File: src/rtl/fifo_axi_pkg.sv
// Shared types and constants for the FIFO-to-AXI burst writer.
package fifo_axi_pkg;

    typedef enum logic [1:0] {
        ST_IDLE = 2'd0,
        ST_ADDR = 2'd1,
        ST_DATA = 2'd2,
        ST_RESP = 2'd3
    } wr_state_e;

    localparam logic [1:0] AXI_BURST_INCR = 2'b01;
    localparam logic [1:0] AXI_RESP_OKAY  = 2'b00;

    function automatic int clog2(input int value);
        int r;
        r = 0;
        while ((1 << r) < value) begin
            r = r + 1;
        end
        return r;
    endfunction

endpackage

File: src/rtl/burst_addr_gen.sv
// Burst start address register walking linearly through a circular region,
// stepping one burst per advance strobe and wrapping at the region end.
module burst_addr_gen #(
    parameter int                    ADDR_WIDTH  = 32,
    parameter logic [ADDR_WIDTH-1:0] BASE_ADDR   = '0,
    parameter logic [ADDR_WIDTH-1:0] ADDR_SPAN   = ADDR_WIDTH'('h10000),
    parameter logic [ADDR_WIDTH-1:0] BURST_BYTES = ADDR_WIDTH'(64)
) (
    input  logic                  clk_i,
    input  logic                  rstn_i,
    input  logic                  advance_i,
    output logic [ADDR_WIDTH-1:0] addr_o
);

    localparam logic [ADDR_WIDTH-1:0] END_ADDR = BASE_ADDR + ADDR_SPAN;

    logic [ADDR_WIDTH-1:0] addr_q;
    logic [ADDR_WIDTH-1:0] addr_d;
    logic [ADDR_WIDTH-1:0] addr_inc;

    always_comb begin
        addr_inc = addr_q + BURST_BYTES;
        addr_d   = addr_q;
        if (advance_i) begin
            addr_d = (addr_inc == END_ADDR) ? BASE_ADDR : addr_inc;
        end
    end

    always_ff @(posedge clk_i) begin
        if (!rstn_i) begin
            addr_q <= BASE_ADDR;
        end else begin
            addr_q <= addr_d;
        end
    end

    assign addr_o = addr_q;

endmodule

File: src/rtl/fifo_axi_burst_writer.sv
// Drains a show-ahead FIFO into DDR as AXI4 INCR write bursts, one outstanding.
// Optional BRESP error counter enabled by defining FIFO_AXI_WR_ERR_CNT_EN.
//
// state   | meaning
// IDLE    | waiting for enable and a non-empty FIFO
// ADDR    | AW presented, held until awready
// DATA    | streaming BURST_LEN beats straight from the FIFO head
// RESP    | waiting for the write response
module fifo_axi_burst_writer
    import fifo_axi_pkg::*;
#(
    parameter int                    DATA_WIDTH = 32,
    parameter int                    ADDR_WIDTH = 32,
    parameter int                    BURST_LEN  = 16,
    parameter logic [ADDR_WIDTH-1:0] BASE_ADDR  = '0,
    parameter logic [ADDR_WIDTH-1:0] ADDR_SPAN  = ADDR_WIDTH'('h10000)
) (
    input  logic                    rd_clk,
    input  logic                    rd_rstn,
    input  logic                    enable,
    input  logic                    fifo_empty,
    input  logic [DATA_WIDTH-1:0]   fifo_rd_data,
    output logic                    fifo_rd_en,
    output logic [ADDR_WIDTH-1:0]   m_axi_awaddr,
    output logic [7:0]              m_axi_awlen,
    output logic [2:0]              m_axi_awsize,
    output logic [1:0]              m_axi_awburst,
    output logic                    m_axi_awvalid,
    input  logic                    m_axi_awready,
    output logic [DATA_WIDTH-1:0]   m_axi_wdata,
    output logic [DATA_WIDTH/8-1:0] m_axi_wstrb,
    output logic                    m_axi_wlast,
    output logic                    m_axi_wvalid,
    input  logic                    m_axi_wready,
    input  logic [1:0]              m_axi_bresp,
    input  logic                    m_axi_bvalid,
    output logic                    m_axi_bready,
    output logic                    busy,
    output logic [31:0]             burst_cnt,
    output logic [15:0]             err_cnt
);

    localparam logic [7:0]            LAST_BEAT   = 8'(BURST_LEN - 1);
    localparam logic [ADDR_WIDTH-1:0] BURST_BYTES = ADDR_WIDTH'(BURST_LEN * DATA_WIDTH / 8);

    wr_state_e   state_q, state_d;
    logic [7:0]  beat_q, beat_d;
    logic [31:0] burst_cnt_q, burst_cnt_d;
    logic        aw_valid, w_valid, w_fire, b_ready, b_fire;

    always_comb begin
        state_d  = state_q;
        beat_d   = beat_q;
        aw_valid = 1'b0;
        w_valid  = 1'b0;
        w_fire   = 1'b0;
        b_ready  = 1'b0;
        b_fire   = 1'b0;
        case (state_q)
            ST_IDLE: begin
                if (enable && !fifo_empty) begin
                    state_d = ST_ADDR;
                end
            end
            ST_ADDR: begin
                aw_valid = 1'b1;
                if (m_axi_awready) begin
                    state_d = ST_DATA;
                    beat_d  = '0;
                end
            end
            ST_DATA: begin
                // An empty FIFO simply stalls the burst; no filler beats are sent.
                w_valid = !fifo_empty;
                w_fire  = w_valid && m_axi_wready;
                if (w_fire) begin
                    if (beat_q == LAST_BEAT) begin
                        beat_d  = '0;
                        state_d = ST_RESP;
                    end else begin
                        beat_d = beat_q + 8'd1;
                    end
                end
            end
            ST_RESP: begin
                b_ready = 1'b1;
                b_fire  = m_axi_bvalid;
                if (m_axi_bvalid) begin
                    state_d = ST_IDLE;
                end
            end
            default: state_d = ST_IDLE;
        endcase
    end

    assign burst_cnt_d = burst_cnt_q + (b_fire ? 32'd1 : 32'd0);

    always_ff @(posedge rd_clk) begin
        if (!rd_rstn) begin
            state_q     <= ST_IDLE;
            beat_q      <= '0;
            burst_cnt_q <= '0;
        end else begin
            state_q     <= state_d;
            beat_q      <= beat_d;
            burst_cnt_q <= burst_cnt_d;
        end
    end

    burst_addr_gen #(
        .ADDR_WIDTH  (ADDR_WIDTH),
        .BASE_ADDR   (BASE_ADDR),
        .ADDR_SPAN   (ADDR_SPAN),
        .BURST_BYTES (BURST_BYTES)
    ) u_addr_gen (
        .clk_i     (rd_clk),
        .rstn_i    (rd_rstn),
        .advance_i (b_fire),
        .addr_o    (m_axi_awaddr)
    );

`ifdef FIFO_AXI_WR_ERR_CNT_EN
    logic [15:0] err_cnt_q, err_cnt_d;

    always_comb begin
        err_cnt_d = err_cnt_q;
        if (b_fire && (m_axi_bresp != AXI_RESP_OKAY) && (err_cnt_q != 16'hFFFF)) begin
            err_cnt_d = err_cnt_q + 16'd1;
        end
    end

    always_ff @(posedge rd_clk) begin
        if (!rd_rstn) begin
            err_cnt_q <= '0;
        end else begin
            err_cnt_q <= err_cnt_d;
        end
    end

    assign err_cnt = err_cnt_q;
`else
    logic unused_bresp;
    assign unused_bresp = ^m_axi_bresp;
    assign err_cnt      = '0;
`endif

    assign fifo_rd_en    = w_fire;
    assign m_axi_awlen   = LAST_BEAT;
    assign m_axi_awsize  = 3'(clog2(DATA_WIDTH / 8));
    assign m_axi_awburst = AXI_BURST_INCR;
    assign m_axi_awvalid = aw_valid;
    assign m_axi_wdata   = fifo_rd_data;
    assign m_axi_wstrb   = '1;
    assign m_axi_wlast   = (state_q == ST_DATA) && (beat_q == LAST_BEAT);
    assign m_axi_wvalid  = w_valid;
    assign m_axi_bready  = b_ready;
    assign busy          = (state_q != ST_IDLE);
    assign burst_cnt     = burst_cnt_q;

endmodule

File: config.mk
export PLATFORM = sky130hd
export DESIGN_NAME = fifo_axi_burst_writer
export DESIGN_NICKNAME = d
export VERILOG_FILES = /design/src/rtl/fifo_axi_pkg.sv /design/src/rtl/burst_addr_gen.sv /design/src/rtl/fifo_axi_burst_writer.sv
export SDC_FILE = /design/constraint.sdc
export NUM_CORES = 1
export LEC_CHECK = 0
export ABC_AREA = 1
export ABC_CLOCK_PERIOD_IN_PS = 2730
export BUFFER_PORTS_ARGS = -buffer_cell sky130_fd_sc_hd__buf_2
export CAP_MARGIN = 15
export CORE_ASPECT_RATIO = 0.7
export CORE_MARGIN = 2
export CORE_UTILIZATION = 50
export DETAILED_ROUTE_END_ITERATION = 16
export PLACE_DENSITY = 0.9
export SETUP_SLACK_MARGIN = 0.15
export SYNTH_ARGS = -nofsm -noshare
export SYNTH_HDL_FRONTEND = slang
export SYNTH_HIERARCHICAL = 1
export SYNTH_SLANG_ARGS = --single-unit
File: constraint.sdc
create_clock -name rd_clk -period 2.73 [get_ports rd_clk]
set_input_delay 0.819 -clock rd_clk [delete_from_list [all_inputs] [get_ports rd_clk]]
set_output_delay 0.819 -clock rd_clk [all_outputs]
set_load 0.005 [all_outputs]
==> results.yml <==
run_status:
  status: "finished clean"
final_layout:
  multi_input_area_um2: 2840
  final_util: 0.556
  area_growth_pct: 8.12
  fillers: 930
  antennaDiodeCount: 0
  drive_above_1_share: 0.191
  fin_cells: 962
  register_area_um2: 1360
  fin_nets: 880
place:
  dpl.hpwl_um: 8770
  gp_congestion: 0.939
  placed_cells: 946
  place_ws_ps: 416
  io_buffers: 70
sta:
  finalMaxSlewViolations: 0
  setup_tns_ps: 0
  fin_ws_ps: 319
  slew_headroom: 0.622
  worst_slew_pin_slew_ps: 566
  fmax_mhz: 415
  skew_ps: 5.80
  setup-violations-final: 0
  period_share: 0.883
  rsz0062_at_grt: "no"
  period_needed_ps: 2410
  finalHoldViolations: 0
die:
  ios: 176
  die_h_um: 87.5
  fp-row-count: 30
  die_x_um: 123
  coreArea_um2: 9680
  start_util: 0.514
  dieArea_um2: 10800
yosys:
  yosysSeqAreaShare: 0.274
  ys_seq_elements: 68
  netlist_instances: 788
  postSynthAreaPerCell_um2: 6.31
  synth_top_area_cell: "dfxtp_1"
  ys_warn_count: 6
  syn_area_um2: 4980
  synth_top_area_share: 0.274
  synth_area_leaders: "dfxtp_1 (27%), nand2_1 (18%), buf_4 (11%)"
  yosys.cell_types.count: 34
setup_path:
  startpoint_type: "register"
  worstPathRequired_ps: 1910
  cp-end-kind: "primary output"
  crit_type: "reg2out"
  crit_arrival_ps: 1590
  rrSetupSlack_ps: 530
  critPathMaxFanout: 8
power_and_ir_drop:
  power.switching_w: 0.000729
  leakage_nw: 2.32
  switching_share: 0.282
  pwr-share-comb: 0.157
  ir_drop_v: 0.000413
  p_per_area_nw_per_um2: 480
  p_clk_frac: 0.439
  p_seq_frac: 0.404
  p_int_w: 0.00185
clock_tree:
  cts.path.max_buffers: 2
  cts_sinks: 68
  htreeDepth: 3
  cts_buffers: 9
  clk_pin_slew_worst_paths_ps: 60
  ctsResizeCount: 0
  cts_tree: "yes"
  post-cts-setup-buffers: 0
  clk_latency_ps: 320
  hold_buffers: 0
  cts_root_buf: "clkbuf_16"
routing:
  dr.pass1.iters: 5
  viasPerCell: 4.93
  drt_iter0_markers: 341
  wl_um: 11300
  wire_per_inst_um: 11.8
  ant_nets: 0
  drc_errors: 0
  dr_total_vias: 4741
run:
  maxCapViolCount: 0
grt:
  first_global_vias: 3936
  grt_pass1_wl_um: 18500
  grt_max_degree: 27
  antenna_found_initial: 0
  grt_use_total: 0.214
  overflow: 0
worst_hold_path:
  hp-class: "reg2reg"
synthesized netlist by cell type (all sizes together):
cell type  instances
nand3             44
and2               1
buf               75
nor3               5
conb               3
nand2            267
clkbuf             8
a211oi             1
nor2             126
nand4              7
o21bai             2
ha                10
nand3b            10
o21a               2
inv               85
dfxtp             68
clkinv             1
xor2               4
a21oi             51
or2                2
o21ai             13
xnor2              3
path summary, 6_finish.rpt:
path | start | end | cells after the start
worst max-delay path | state_q[0] | m_axi_wlast | 5
worst min-delay path | burst_cnt[31] | burst_cnt[31] | 2
worst max register to register | u_addr_gen/addr_o[6] | u_addr_gen/addr_o[7] | 14
worst min register to register | burst_cnt[31] | burst_cnt[31] | 2
cell type report:
class                   count  area share
clock buffers               9      0.0419
clock inverters             7      0.0126
inverters                  86      0.0600
multi-input cells         587       0.528
flip-flops and latches     68       0.253
well taps                 128      0.0298
repair buffers             77      0.0749
metal layers:
layer | vias up | track usage | wire length [um]
li1 | 2424 | - | -
met1 | 2132 | 0.315 | 5590
met2 | 179 | 0.309 | 4790
met3 | 6 | 0.0569 | 899
met4 | 0 | 0.0465 | 55
met5 | - | 0 | 0
per-stage QoR:
step	instance area, um2	total power, W	hold slack [ps]
5_1_grt	5380	0.00273	519
3_3_place_gp	5090	0.00146	466
6_report	5380	0.00258	482
4_1_cts	5380	0.00261	485
2_1_floorplan	5110	0.00144	463
3_5_place_dp	5090	0.00147	477
cells by family after synthesis:
family	after synthesis	share of synthesized area
compound gates	69	0.0749
xor+xnor	7	0.0123
fa+ha+maj	10	0.0251
buf+inv	169	0.183
flops	68	0.274
other cells	3	0.00226
simple gates	462	0.429
power groups by stage:
stage                     clock, W  combinational, W  sequential (W)
after floorplan                  0          0.000386         0.00106
after global placement           0          0.000393         0.00106
after detailed placement         0          0.000403         0.00106
after CTS                  0.00116          0.000406         0.00104
after global routing       0.00121          0.000474         0.00105
final                      0.00114          0.000406         0.00104
registers in the layout, indices dropped and copies added, names as in the netlist:
signal and count:
state_q 2, burst_cnt 32, u_addr_gen/addr_o 26, beat_q 8
cells in the final DEF (no fill, tap or decap), drive strengths merged, types with 2 or more instances in the layout:
master and instances:
o21a 2, nor3 5, o21bai 2, clkbuf 9, conb 39, nand3 44
nand2 267, a21oi 51, nand4 7, dfxtp 68, xor2 4, nor2 126
xnor2 3, clkinv 7, or2 2, o21ai 13, inv 85, buf 77
nand3b 10, ha 10
worst max-delay path: stages, from the launching register on:
cell,delay (ps)
dfxtp_1,350
inv_1,100
ha_1,330
inv_1,140
nor3_1,210
buf_2,150
Power figures use the tool's default switching activity.
